File: src/rtl/ddc_pkg.sv
// ddc_pkg: shared lane layout, width helpers and defaults for the decimating DDC
package ddc_pkg;
  localparam int LANE_W = 16;
  localparam int I_OFF = 0;
  localparam int Q_OFF = LANE_W;
  localparam int ADC_W_DEF = 12;
  localparam int DDS_W_DEF = 14;
  localparam int MUL_STAGES_DEF = 5;
  localparam int DEC_W_DEF = 16;
  localparam int OUT_W_DEF = 48;
  typedef enum logic {ST_FIRST, ST_RUN} dec_st_e;
  function automatic int mix_w(int adc_w, int dds_w);
    return adc_w + dds_w + 1;
  endfunction
  function automatic int min_out_w(int adc_w, int dds_w, int dec_w);
    return mix_w(adc_w, dds_w) + dec_w;
  endfunction
endpackage

File: src/rtl/ddc_dec_core_cmix_pipe.sv
// cmix_pipe: pipelined complex multiplier with per-sample conjugate control
module cmix_pipe
  import ddc_pkg::*;
#(
  parameter int ADC_W = ADC_W_DEF,
  parameter int DDS_W = DDS_W_DEF,
  parameter int MUL_STAGES = MUL_STAGES_DEF,
  parameter int MIX_W = mix_w(ADC_W, DDS_W)
) (
  input  logic                    clk,
  input  logic                    rst,
  input  logic                    flush,
  input  logic                    in_valid,
  input  logic [ADC_W-1:0]        d_i,
  input  logic [ADC_W-1:0]        d_q,
  input  logic [DDS_W-1:0]        cos_v,
  input  logic [DDS_W-1:0]        sin_v,
  input  logic                    conj,
  output logic                    out_valid,
  output logic signed [MIX_W-1:0] mix_i,
  output logic signed [MIX_W-1:0] mix_q
);
  localparam int P_W = ADC_W + DDS_W;
  localparam int LAT = MUL_STAGES + 1;
  logic signed [ADC_W-1:0] ri, rq;
  logic signed [DDS_W-1:0] rc, rs;
  logic rv, rcj;
  logic signed [P_W-1:0] p_ic [MUL_STAGES];
  logic signed [P_W-1:0] p_qs [MUL_STAGES];
  logic signed [P_W-1:0] p_qc [MUL_STAGES];
  logic signed [P_W-1:0] p_is [MUL_STAGES];
  logic [MUL_STAGES-1:0] cj;
  logic [LAT-1:0] vld;
  logic signed [MIX_W-1:0] ic, qs, qc, is_x;
  assign ic = MIX_W'(p_ic[MUL_STAGES-1]);
  assign qs = MIX_W'(p_qs[MUL_STAGES-1]);
  assign qc = MIX_W'(p_qc[MUL_STAGES-1]);
  assign is_x = MIX_W'(p_is[MUL_STAGES-1]);
  assign out_valid = vld[LAT-1];
  // Negating the products rather than sin keeps the most-negative sin exact
  always_ff @(posedge clk) begin
    ri <= d_i;
    rq <= d_q;
    rc <= cos_v;
    rs <= sin_v;
    rcj <= conj;
    p_ic[0] <= P_W'(ri) * P_W'(rc);
    p_qs[0] <= P_W'(rq) * P_W'(rs);
    p_qc[0] <= P_W'(rq) * P_W'(rc);
    p_is[0] <= P_W'(ri) * P_W'(rs);
    cj[0] <= rcj;
    for (int k = 1; k < MUL_STAGES; k++) begin
      p_ic[k] <= p_ic[k-1];
      p_qs[k] <= p_qs[k-1];
      p_qc[k] <= p_qc[k-1];
      p_is[k] <= p_is[k-1];
      cj[k] <= cj[k-1];
    end
    mix_i <= cj[MUL_STAGES-1] ? ic - qs : ic + qs;
    mix_q <= cj[MUL_STAGES-1] ? qc + is_x : qc - is_x;
  end
  // A sample accepted alongside flush survives; everything older is dropped
  always_ff @(posedge clk) begin
    if (rst) begin
      rv <= 1'b0;
      vld <= '0;
    end else begin
      rv <= in_valid;
      vld <= flush ? '0 : {vld[LAT-2:0], rv};
    end
  end
endmodule

File: src/rtl/ddc_dec_core.sv
// ddc_dec_core: complex DDS mixer followed by an integrate-and-dump decimator
module ddc_dec_core
  import ddc_pkg::*;
#(
  parameter int ADC_W = ADC_W_DEF,
  parameter int DDS_W = DDS_W_DEF,
  parameter int MUL_STAGES = MUL_STAGES_DEF,
  parameter int DEC_W = DEC_W_DEF,
  parameter int OUT_W = OUT_W_DEF
) (
  input  logic               s_axis_aclk,
  input  logic               rst,
  input  logic [31:0]        s_axis_tdata,
  input  logic               s_axis_tvalid,
  output logic               s_axis_tready,
  input  logic [31:0]        s_axis_dds_tdata,
  input  logic               s_axis_dds_tvalid,
  input  logic [DEC_W-1:0]   dec_len,
  input  logic               conj_en,
  input  logic               resync,
  output logic [2*OUT_W-1:0] m_axis_ddc_tdata,
  output logic               m_axis_ddc_tvalid,
  output logic               m_axis_ddc_tlast
);
  localparam int MIX_W = mix_w(ADC_W, DDS_W);
  if (OUT_W < min_out_w(ADC_W, DDS_W, DEC_W)) begin : g_bad_out_w
    $error("ddc_dec_core: OUT_W too small for ADC_W+DDS_W+1+DEC_W");
  end
  logic accept, mix_v, done;
  logic signed [MIX_W-1:0] mix_i, mix_q;
  logic signed [OUT_W-1:0] acc_i, acc_q, sum_i, sum_q;
  logic [DEC_W-1:0] cnt, len_l, len_n;
  dec_st_e state_q, state_d;
  logic unused_ok;
  assign unused_ok = &{1'b0, s_axis_tdata, s_axis_dds_tdata};
  assign accept = s_axis_tvalid & s_axis_dds_tvalid & s_axis_tready;
  cmix_pipe #(
    .ADC_W(ADC_W),
    .DDS_W(DDS_W),
    .MUL_STAGES(MUL_STAGES),
    .MIX_W(MIX_W)
  ) u_cmix (
    .clk(s_axis_aclk),
    .rst(rst),
    .flush(resync),
    .in_valid(accept),
    .d_i(s_axis_tdata[I_OFF +: ADC_W]),
    .d_q(s_axis_tdata[Q_OFF +: ADC_W]),
    .cos_v(s_axis_dds_tdata[I_OFF +: DDS_W]),
    .sin_v(s_axis_dds_tdata[Q_OFF +: DDS_W]),
    .conj(conj_en),
    .out_valid(mix_v),
    .mix_i(mix_i),
    .mix_q(mix_q)
  );
  assign len_n = (dec_len == '0) ? DEC_W'(1) : dec_len;
  assign sum_i = acc_i + OUT_W'(mix_i);
  assign sum_q = acc_q + OUT_W'(mix_q);
  assign done = mix_v & (cnt == len_l - DEC_W'(1));
  always_ff @(posedge s_axis_aclk) begin
    s_axis_tready <= ~rst;
    state_q <= rst ? ST_FIRST : state_d;
  end
  always_comb begin
    state_d = resync ? ST_FIRST : done ? ST_RUN : state_q;
  end
  // len_l reloads only at frame boundaries so a mid-frame dec_len change waits its turn
  always_ff @(posedge s_axis_aclk) begin
    if (rst) begin
      acc_i <= '0;
      acc_q <= '0;
      cnt <= '0;
      len_l <= len_n;
      m_axis_ddc_tvalid <= 1'b0;
      m_axis_ddc_tlast <= 1'b0;
      m_axis_ddc_tdata <= '0;
    end else begin
      m_axis_ddc_tvalid <= done & ~resync;
      m_axis_ddc_tlast <= done & ~resync & (state_q == ST_FIRST);
      if (done & ~resync) m_axis_ddc_tdata <= {sum_q, sum_i};
      if (resync | done) begin
        acc_i <= '0;
        acc_q <= '0;
        cnt <= '0;
        len_l <= len_n;
      end else if (mix_v) begin
        acc_i <= sum_i;
        acc_q <= sum_q;
        cnt <= cnt + DEC_W'(1);
      end
    end
  end
endmodule

File: config.mk
export PLATFORM = sky130hd
export DESIGN_NAME = ddc_dec_core
export DESIGN_NICKNAME = d
export VERILOG_FILES = /design/src/rtl/ddc_pkg.sv /design/src/rtl/ddc_dec_core_cmix_pipe.sv /design/src/rtl/ddc_dec_core.sv
export SDC_FILE = /design/constraint.sdc
export NUM_CORES = 2
export LEC_CHECK = 0
export BUFFER_PORTS_ARGS = -buffer_cell sky130_fd_sc_hd__buf_2
export CORE_ASPECT_RATIO = 1.2
export CORE_MARGIN = 3
export CORE_UTILIZATION = 49
export DETAILED_ROUTE_END_ITERATION = 10
export PLACE_DENSITY_LB_ADDON = 0.2
export SETUP_SLACK_MARGIN = 0.3
export SYNTH_ARGS = -nofsm -noshare
export SYNTH_HDL_FRONTEND = slang
export SYNTH_SLANG_ARGS = --single-unit
File: constraint.sdc
create_clock -name s_axis_aclk -period 6.35 [get_ports s_axis_aclk]
set_input_delay 0.9525 -clock s_axis_aclk [delete_from_list [all_inputs] [get_ports s_axis_aclk]]
set_output_delay 0.9525 -clock s_axis_aclk [all_outputs]
set_load 0.05 [all_outputs]
==> metrics.txt <==
Skew-Pair Late Insertion Delay 0.69 ns; H-tree depth 3; Final Max Tran Viols 0; Mapped Area 54200 µm²; Iteration-0 DRC Markers 1885; Internal 18.8 mW; top-area cell type share of the netlist area 0.314; Crit path required time 6.96 ns; number of global-route vias before repair between 30k and 40k; # DRC 0; Synth area leaders dfxtp_1 31%, fa_1 23%, ha_1 8.5%; Clk Tree Root Cell clkbuf_16; antenna-violating nets left 0; gr ovfl total 0; Setup Skew 0.0380 ns; Mapped Nets 6713; Tightest Pin Transition 1.11 ns; die outline width 310 µm; Final TNS setup 0 ns; Std-Cell Rows 133; layout cell share with drive strength beyond 1 0.0866; Layout area overhead 11.2%; die area 115000 µm²; All-Layer GR Usage 0.206; count leader, synth dfxtp_1; worst hold slack 0.303 ns; Initial Util 0.494; initial antenna violation count 4; Die H 370 µm; number of flops mapped to enable cells by yosys 16; Logic pwr share 0.567; min cycle time layout 5.82 ns; Hold Crit Class register to register; post-DP HPWL about 89000 µm; synth unique cells 77; sequential fraction of the synthesis area 0.323; Worst setup SP type register; placed cell count 7095; top achievable clock speed 172 MHz; FF+latch count, synth 867; CP Max Fanout 14; first-pass GRT wire length 190000 µm; VDD IR max between 0.6 and 0.7 mV; final WL around 120000 µm; Via density 5.10; RD Place Congestion 0.878; TritonCTS buffer count 88; Nets 6862; core area 110000 µm²; detailed-route via count 37.0k; Tcrit/Tclk final 0.916; Clk network pwr share 0.171; drt wl/cell 15.9 µm; Leak 28.0 nW; top_reg_cell synth dfxtp_1; Reg power frac 0.262; utilization after layout 0.549; io pins approximately 190; Psw 13.0 mW; largest net degree at the start of global routing 99; top cells by count, synth 851 x dfxtp_1, 800 x inv_1, 721 x nand2_1, 636 x fa_1, 370 x ha_1; Critical Path End Type register; Cells after Synth 5621; Clk pin slew, worst setup/hold paths 0.07 ns; RSZ-0062 raised after global routing false; CTS Buffer Depth 3; async set-reset flop share out of synthesis 0; CTS tree built; area leader, netlist dfxtp_1; maxcap violations 0; Pre-antenna DRT Iters 6; Fillers a little under 10k; final cell count without fillers 7261; IO buf count 172; CTS sink cnt just under 900; hold violation count in the final report 0; Arr. time, crit path 6.42 ns; Sw Share 0.409; yosys warns 0; run status finished clean; WS Path Type register to register; Power Density approximately 530 nW/µm²; Max-slew headroom 0.256; hold buffer count at cts 0; syn_area_per_cell 9.64 µm²; final setup vio count 0
path summary, 6_finish.rpt:
path         slack, ns                       start  cells past startpoint                         end
max               0.53        u_cmix.rq[2]$_DFF_P_                     23  u_cmix.p_qc[0][24]$_DFF_P_
min               0.30  u_cmix.p_qs[0][14]$_DFF_P_                      0  u_cmix.p_qs[0][40]$_DFF_P_
max reg2reg       0.53        u_cmix.rq[2]$_DFF_P_                     23  u_cmix.p_qc[0][24]$_DFF_P_
min reg2reg       0.30  u_cmix.p_qs[0][14]$_DFF_P_                      0  u_cmix.p_qs[0][40]$_DFF_P_
placed cells by master, fill, tap and decap left out, types with 56 or more instances in the layout:
master / instances
clkbuf_16: 91
buf_4: 104
o21ai_0: 108
buf_2: 171
xnor2_1: 222
ha_1: 370
xor2_1: 96
nor3_1: 57
mux2i_1: 88
fa_1: 636
nor2_1: 329
a21oi_1: 296
inv_1: 800
a21o_1: 78
nand2_1: 720
and2_1: 221
dfxtp_1: 831
nand3_1: 56
layout make-up:
cell class | count | area (µm²) | area share
Clock buffer | 117 | 2550 | 0.0424
Inverter | 801 | 3010 | 0.0500
Tap cell | 1417 | 1770 | 0.0294
Antenna cell | 1 | 2.50 | 0.0000415
Clock inverter | 46 | 587 | 0.00974
Sequential cell | 867 | 17500 | 0.291
Multi-Input combinational cell | 3723 | 32900 | 0.546
Timing Repair Buffer | 289 | 1900 | 0.0316
flip-flops by register name, summed over array words and instances, names as in the netlist, 48 cells and up:
signal	flops
acc_i	48
acc_q	48
m_axis_ddc_tdata	96
u_cmix.p_ic	130
u_cmix.p_is	130
u_cmix.p_qc	130
u_cmix.p_qs	130
critical path: stages, from the launching register on:
cell and delay (ns):
dfxtp_4 0.38, buf_12 0.16, and2_1 0.17, fa_1 0.48, inv_1 0.05, fa_1 0.48
fa_1 0.52, inv_1 0.06, fa_1 0.52, inv_1 0.05, fa_1 0.47, inv_1 0.04
ha_1 0.34, o21a_1 0.16, o211ai_1 0.20, a31oi_1 0.12, o2111ai_2 0.24, a31oi_2 0.14
or2_2 0.32, a41o_1 0.27, o21ai_0 0.17, nand2b_1 0.09, a21oi_2 0.15, xnor2_1 0.13
through the flow:
step	instance area [µm²]	total power, mW	worst slack (ns)
6_report	60200	31.8	0.533
5_1_grt	60200	35.1	0.307
4_1_cts	60100	32.0	0.354
3_5_place_dp	56900	26.4	0.270
3_3_place_gp	56900	26.0	0.338
2_1_floorplan	54200	22.1	0.519
metal layers:
layer	routed length [µm]	global-route usage	part of all wire	vias up
met1	49700	0.261	0.43	17900
li1	-	-	-	18100
met3	5890	0.0324	0.051	204
met4	4020	0.0774	0.035	0
met2	55700	0.353	0.48	790
met5	0	0	0	-
cells by family after synthesis:
| family | Yosys count | share of synthesized area |
|---|---|---|
| multiplexers | 89 | 0.0165 |
| AO/OA/AOI/OAI | 717 | 0.0819 |
| XOR/XNOR | 318 | 0.0514 |
| flip-flops | 867 | 0.323 |
| buffers and inverters | 1031 | 0.0722 |
| adder cells (fa/ha/maj) | 1006 | 0.320 |
| AND/OR/NAND/NOR | 1593 | 0.134 |
power groups by stage:
stage / logic (mW) / clock network (mW) / registers (mW)
2_1_floorplan: 14.0 / 0 / 8.06
3_3_place_gp: 17.6 / 0 / 8.45
3_5_place_dp: 17.9 / 0 / 8.47
4_1_cts: 18.0 / 5.62 / 8.36
5_1_grt: 20.8 / 5.83 / 8.52
6_report: 18.0 / 5.44 / 8.34
repair_timing:
| action | in CTS | in global routing |
|---|---|---|
| buffers inserted | 0 | 1 |
| pin swaps | 0 | 1 |
| endpoints found under the setup margin | 2 | 17 |
| cloned | 0 | 1 |
| gates resized for setup | 1 | 38 |
Power figures use the tool's default switching activity.
